==> src/rtl/mux10_rr_sched_if.sv <==
// Request/grant bundle between the requesters and the 10:1 mux scheduler.
// The master side drives enable and requests; the slave side returns grant, select and valid.
interface mux10_rr_sched_if #(
    parameter int unsigned N     = 10,
    parameter int unsigned SEL_W = 4
);
    logic             en;
    logic [N-1:0]     req;
    logic [N-1:0]     gnt;
    logic [SEL_W-1:0] s;
    logic             valid;

    modport master (
        output en,
        output req,
        input  gnt,
        input  s,
        input  valid
    );

    modport slave (
        input  en,
        input  req,
        output gnt,
        output s,
        output valid
    );
endinterface

==> src/rtl/mux10_rr_sched.sv <==
// Round-robin scheduler sharing one 10:1 mux: registered one-hot grant, binary select
// and valid, with a bounded hold per owner and one dead cycle on every handover.
module mux10_rr_sched #(
    parameter int unsigned N        = 10,
    parameter int unsigned SEL_W    = 4,
    parameter int unsigned MAX_HOLD = 8
) (
    input  logic               clk,
    input  logic               rst_n,
    mux10_rr_sched_if.slave    bus
);
    localparam int unsigned HOLD_W = $clog2(MAX_HOLD + 1);

    typedef enum logic {
        IDLE,
        GRANT
    } state_e;

    state_e            state_q;
    logic [N-1:0]      gnt_q;
    logic [SEL_W-1:0]  s_q;
    logic              valid_q;
    logic [HOLD_W-1:0] hold_q;
    logic [SEL_W-1:0]  ptr_q;

    logic [SEL_W-1:0]  pick_d;
    logic              found_d;
    int unsigned       idx;
    logic              own_req;
    logic              others_req;
    logic              hold_full;

    // Scan ptr+1, ptr+2, ... modulo N; the first requester reached wins.
    always_comb begin
        pick_d  = '0;
        found_d = 1'b0;
        idx     = 0;
        for (int unsigned k = 1; k <= N; k++) begin
            idx = 32'(ptr_q) + k;
            if (idx >= N) begin
                idx = idx - N;
            end
            if (!found_d && bus.req[SEL_W'(idx)]) begin
                pick_d  = SEL_W'(idx);
                found_d = 1'b1;
            end
        end
    end

    assign own_req    = |(bus.req & gnt_q);
    assign others_req = |(bus.req & ~gnt_q);
    assign hold_full  = (hold_q == HOLD_W'(MAX_HOLD));

    always_ff @(posedge clk or negedge rst_n) begin
        if (!rst_n) begin
            state_q <= IDLE;
            gnt_q   <= '0;
            s_q     <= '0;
            valid_q <= 1'b0;
            hold_q  <= '0;
            ptr_q   <= SEL_W'(N - 1);
        end else begin
            unique case (state_q)
                IDLE: begin
                    if (bus.en && found_d) begin
                        state_q <= GRANT;
                        gnt_q   <= N'(1) << pick_d;
                        s_q     <= pick_d;
                        valid_q <= 1'b1;
                        hold_q  <= HOLD_W'(1);
                    end
                end
                GRANT: begin
                    if (!bus.en || !own_req || (hold_full && others_req)) begin
                        // S deliberately keeps the last owner after release.
                        state_q <= IDLE;
                        gnt_q   <= '0;
                        valid_q <= 1'b0;
                        ptr_q   <= s_q;
                    end else if (!hold_full) begin
                        hold_q <= hold_q + HOLD_W'(1);
                    end
                end
                default: state_q <= IDLE;
            endcase
        end
    end

    assign bus.gnt   = gnt_q;
    assign bus.s     = s_q;
    assign bus.valid = valid_q;
endmodule

==> src/flat_wrapper.sv <==
// flat-port wrapper written by rule: the top's interface ports become plain ports
module mux10_rr_sched_flat 
#(
    parameter int unsigned N        = 10,
    parameter int unsigned SEL_W    = 4,
    parameter int unsigned MAX_HOLD = 8
)
  (clk, rst_n, bus_en, bus_req, bus_gnt, bus_s, bus_valid);
  mux10_rr_sched_if #(.N(N), .SEL_W(SEL_W)) bus_i ();
  input  logic clk;
  input  logic rst_n;
  input wire logic [$bits(bus_i.en)-1:0] bus_en;
  input wire logic [$bits(bus_i.req)-1:0] bus_req;
  output wire logic [$bits(bus_i.gnt)-1:0] bus_gnt;
  output wire logic [$bits(bus_i.s)-1:0] bus_s;
  output wire logic [$bits(bus_i.valid)-1:0] bus_valid;
  assign bus_i.en = bus_en;
  assign bus_i.req = bus_req;
  assign bus_gnt = bus_i.gnt;
  assign bus_s = bus_i.s;
  assign bus_valid = bus_i.valid;
  mux10_rr_sched #(.N(N), .SEL_W(SEL_W), .MAX_HOLD(MAX_HOLD)) u_core (.clk(clk), .rst_n(rst_n), .bus(bus_i));
endmodule
==> config.mk <==
export PLATFORM = sky130hd
export DESIGN_NAME = mux10_rr_sched_flat
export DESIGN_NICKNAME = d
export VERILOG_FILES = /design/src/rtl/mux10_rr_sched_if.sv /design/src/rtl/mux10_rr_sched.sv /design/src/flat_wrapper.sv
export SDC_FILE = /design/constraint.sdc
export NUM_CORES = 1
export LEC_CHECK = 0
export CAP_MARGIN = 20
export CORE_ASPECT_RATIO = 0.7
export CORE_MARGIN = 4
export CORE_UTILIZATION = 40
export DETAILED_ROUTE_END_ITERATION = 12
export HOLD_SLACK_MARGIN = 0.05
export PLACE_DENSITY_LB_ADDON = 0.08
export SKIP_CTS_REPAIR_TIMING = 1
export SYNTH_ARGS = -nofsm -noshare
export SYNTH_HDL_FRONTEND = slang
export SYNTH_SLANG_ARGS = --single-unit
==> constraint.sdc <==
create_clock -name clk -period 5.3 [get_ports clk]
set_input_delay 0.53 -clock clk [delete_from_list [all_inputs] [get_ports clk]]
set_output_delay 0.53 -clock clk [all_outputs]
set_load 0.02 [all_outputs]
==> flow_summary.ini <==
[status]
status = complete, no violations

[synthesis]
sequential_area_share_after_synthesis_pct = 14.3
synth_area_per_cell_um2 = 8.04
synth_largest_type_area_fraction_pct = 13.1
synth-seq-cells = 24
synth-async-reset-ratio_pct = 100
most_common_cell_in_the_netlist = sky130_fd_sc_hd__nand2_1
mappedNetlistArea_um2 = 4210
predominant_post_synthesis_flop_cell = sky130_fd_sc_hd__dfrtp_1
synthDominantAreaCellType = sky130_fd_sc_hd__dfrtp_1
synth_cells = 524
number_of_synthesized_flops_with_an_enable_pin = 0
synth_common_cells = sky130_fd_sc_hd__nand2_1, sky130_fd_sc_hd__o21ai_0, sky130_fd_sc_hd__a21oi_1, sky130_fd_sc_hd__nor2_1, sky130_fd_sc_hd__inv_1
synth_unique_cells = 102
synth_top_cells_by_area = sky130_fd_sc_hd__dfrtp_1, sky130_fd_sc_hd__ha_1, sky130_fd_sc_hd__mux2i_1, sky130_fd_sc_hd__o21ai_0, sky130_fd_sc_hd__nand2_1
yosys_warning_total = 0
synth.net_count = 561

[hold_path]
hold_path.startpoint = u_core.bus.valid$_DFFE_PN0P_
worstHoldEndpoint = u_core.bus.valid$_DFFE_PN0P_
hp-class = register to register
hold_path_cells = 2

[global_routing]
grt.overflow.total = 0
pin_count_of_the_biggest_net_entering_global_routing = 33
grt_use_total_pct = 24.9
first_global_vias = 4005
grt_pass1_wl_um = 23700
number_of_antenna_violations_at_the_first_check_in_global_routing = 0

[critical_path]
regToRegSetupSlack_ns = 0.34
data_arrival_time_of_the_worst_path_ns = 5.13
critical_path.endpoint_type = register
highest_fanout_seen_on_the_critical_path = 14
setup.worst_path.start_class = register
worstRegToRegCells = 14
cpPeakStageDelay_ns = 0.73
cell_by_cell_listing_of_the_critical_path = ha_2 -> xor2_2 -> inv_2 -> ha_1 -> and2_1 -> a22o_1 -> a222oi_1 -> o22ai_1 -> o221ai_2 -> or4_4 -> nor3_4 -> a31oi_4 -> o211ai_2 -> o41ai_2
worst_ep_required_time_ns = 5.47
worst_path_max_delay_cell = sky130_fd_sc_hd__dfstp_2
critical_path.reg2reg.endpoint = u_core.bus.gnt[0]$_DFFE_PN0P_
critical_path.reg2reg.startpoint = u_core.ptr_q[0]$_DFFE_PN1P_
timing_worst_setup_path_type = register to register

[timing]
fin_tns_setup_ns = 0
timing.slew.headroom_pct = 36.6
rsz_0062_raised_after_global_routing = false
tightestPinTransition_ns = 0.924
timing.final.crit_share_pct = 93.7
holdWs_ns = 0.498
finalCriticalPeriod_ns = 4.96
finalClockSkew_ns = 0.00145
fmaxAchievable_mhz = 201
final-hold-violation-count = 0
drv_slew = 0
setup_violations = 0

[detailed_routing]
route.detailed.vias_per_inst = 6.63
drc = 0
via_count = 4479
detail_route.first_pass.iterations = 5
drt.antenna.violating_nets = 0
routed_wirelength_um = 15300
drt_iter0_drc = 549
detail_route.wl_per_cell_um = 22.6

[clock_network]
cts-root-to-sink-buffers = 2
cts_root_buf = sky130_fd_sc_hd__clkbuf_16
clock_sinks = 24
cts_inserted_buffers = 3
clk_latency_ns = 0.26
cts_htree_levels = 1
path_clk_slew_ns = 0.06
clock_tree_from_tritoncts = built

[floorplanning]
die_wd_um = 131
initial_utilization_pct = 40.8
die-height_um = 93.9
dieArea_um2 = 12300
ios = 28
placementRows = 31
core_area_um2 = 10300

[run]
reported_max_cap_violation_count = 0

[final_layout]
final_nets = 582
final_standard_cell_utilization_of_the_core_pct = 45.6
areaGrowthSynthToFinish_pct = 11.6
antenna_cells_inserted = 0
layout-drive-gt1-share_pct = 14.3

[placed_design]
gp_congestion = 0.966
placement.io_buffers = 27
place.detailed.hpwl_um = 12300
routing by layer:
metal  track usage [%]  wire length [um]
met1              41.8              7800
met2              32.6              5970
met3              4.89              1440
met4              2.57                95
met5                 0                 0
critical path, delay by kind of cell (launching register included):
| family | cells | cell delay, ns |
|---|---|---|
| compound gates | 7 | 2.39 |
| buf+inv | 1 | 0.13 |
| simple gates | 3 | 0.49 |
| fa+ha+maj | 2 | 0.74 |
| flops | 1 | 0.73 |
| xor+xnor | 1 | 0.37 |
how the worst max path moves through the flow:
stage | to | startpoint | depth (start not counted) | slack [ns]
finish | u_core.bus.gnt[0]$_DFFE_PN0P_ | u_core.ptr_q[0]$_DFFE_PN1P_ | 14 | 0.34
detailed placement | u_core.bus.gnt[7]$_DFFE_PN0P_ | u_core.ptr_q[0]$_DFFE_PN1P_ | 14 | 0.34
floorplan | u_core.bus.gnt[0]$_DFFE_PN0P_ | u_core.ptr_q[0]$_DFFE_PN1P_ | 20 | 0.69
global placement | u_core.bus.gnt[1]$_DFFE_PN0P_ | u_core.ptr_q[0]$_DFFE_PN1P_ | 14 | 0.44
global route | u_core.bus.gnt[1]$_DFFE_PN0P_ | u_core.ptr_q[0]$_DFFE_PN1P_ | 14 | 0.11
CTS | u_core.bus.gnt[5]$_DFFE_PN0P_ | u_core.ptr_q[0]$_DFFE_PN1P_ | 14 | 0.38
layout make-up:
| class | instances | area (um^2) |
|---|---|---|
| flip-flops and latches | 24 | 603 |
| well taps | 132 | 165 |
| fillers | 1015 | 5620 |
| repair buffers | 39 | 360 |
| inverters | 32 | 120 |
| multi-input cells | 445 | 3360 |
| clock buffers | 4 | 88.8 |
flip-flops by register name, indices dropped and copies added, names as in the netlist:
name	count
u_core.bus.gnt	10
u_core.state_q	1
u_core.hold_q	4
u_core.bus.s	4
u_core.bus.valid	1
u_core.ptr_q	4
cell families after synthesis:
group / Yosys count / share of synthesized area [%]
simple gates: 174 / 22.8
buf+inv: 55 / 5.91
fa+ha+maj: 24 / 7.30
xor+xnor: 17 / 4.07
compound gates: 194 / 35.2
mux: 36 / 10.5
flops: 24 / 14.3
layout by cell type (no fill, tap or decap), types with 7 or more instances in the layout:
cell type | netlist | routed
sky130_fd_sc_hd__dfrtp_1 | 22 | 22
sky130_fd_sc_hd__nor3_1 | 10 | 10
sky130_fd_sc_hd__mux2i_1 | 19 | 19
sky130_fd_sc_hd__o31ai_1 | 14 | 14
sky130_fd_sc_hd__inv_1 | 28 | 28
sky130_fd_sc_hd__buf_4 | 1 | 12
sky130_fd_sc_hd__o22ai_1 | 11 | 11
sky130_fd_sc_hd__o21a_1 | 7 | 7
sky130_fd_sc_hd__and3_1 | 7 | 7
sky130_fd_sc_hd__nand2_1 | 43 | 43
sky130_fd_sc_hd__a21oi_1 | 29 | 29
sky130_fd_sc_hd__clkdlybuf4s50_1 | 0 | 27
sky130_fd_sc_hd__a211oi_1 | 10 | 10
sky130_fd_sc_hd__nor2_1 | 29 | 29
sky130_fd_sc_hd__xnor2_1 | 12 | 12
sky130_fd_sc_hd__o21ai_0 | 33 | 33
sky130_fd_sc_hd__o211ai_1 | 11 | 11
sky130_fd_sc_hd__nand2b_1 | 8 | 8
sky130_fd_sc_hd__ha_1 | 23 | 22
sky130_fd_sc_hd__mux2_2 | 11 | 11
sky130_fd_sc_hd__nand3_1 | 23 | 23
metrics by stage:
step,setup slack [ns],cell area [um^2],instances
2_1_floorplan,0.688,4210,524
3_3_place_gp,0.438,4610,672
3_5_place_dp,0.340,4610,672
4_1_cts,0.375,4700,676
5_1_grt,0.112,4700,676
6_report,0.336,4700,676
Power is left out: the tool's default activity adds up to more than one toggle a clock period on the data nets, which glitch-free logic cannot reach.
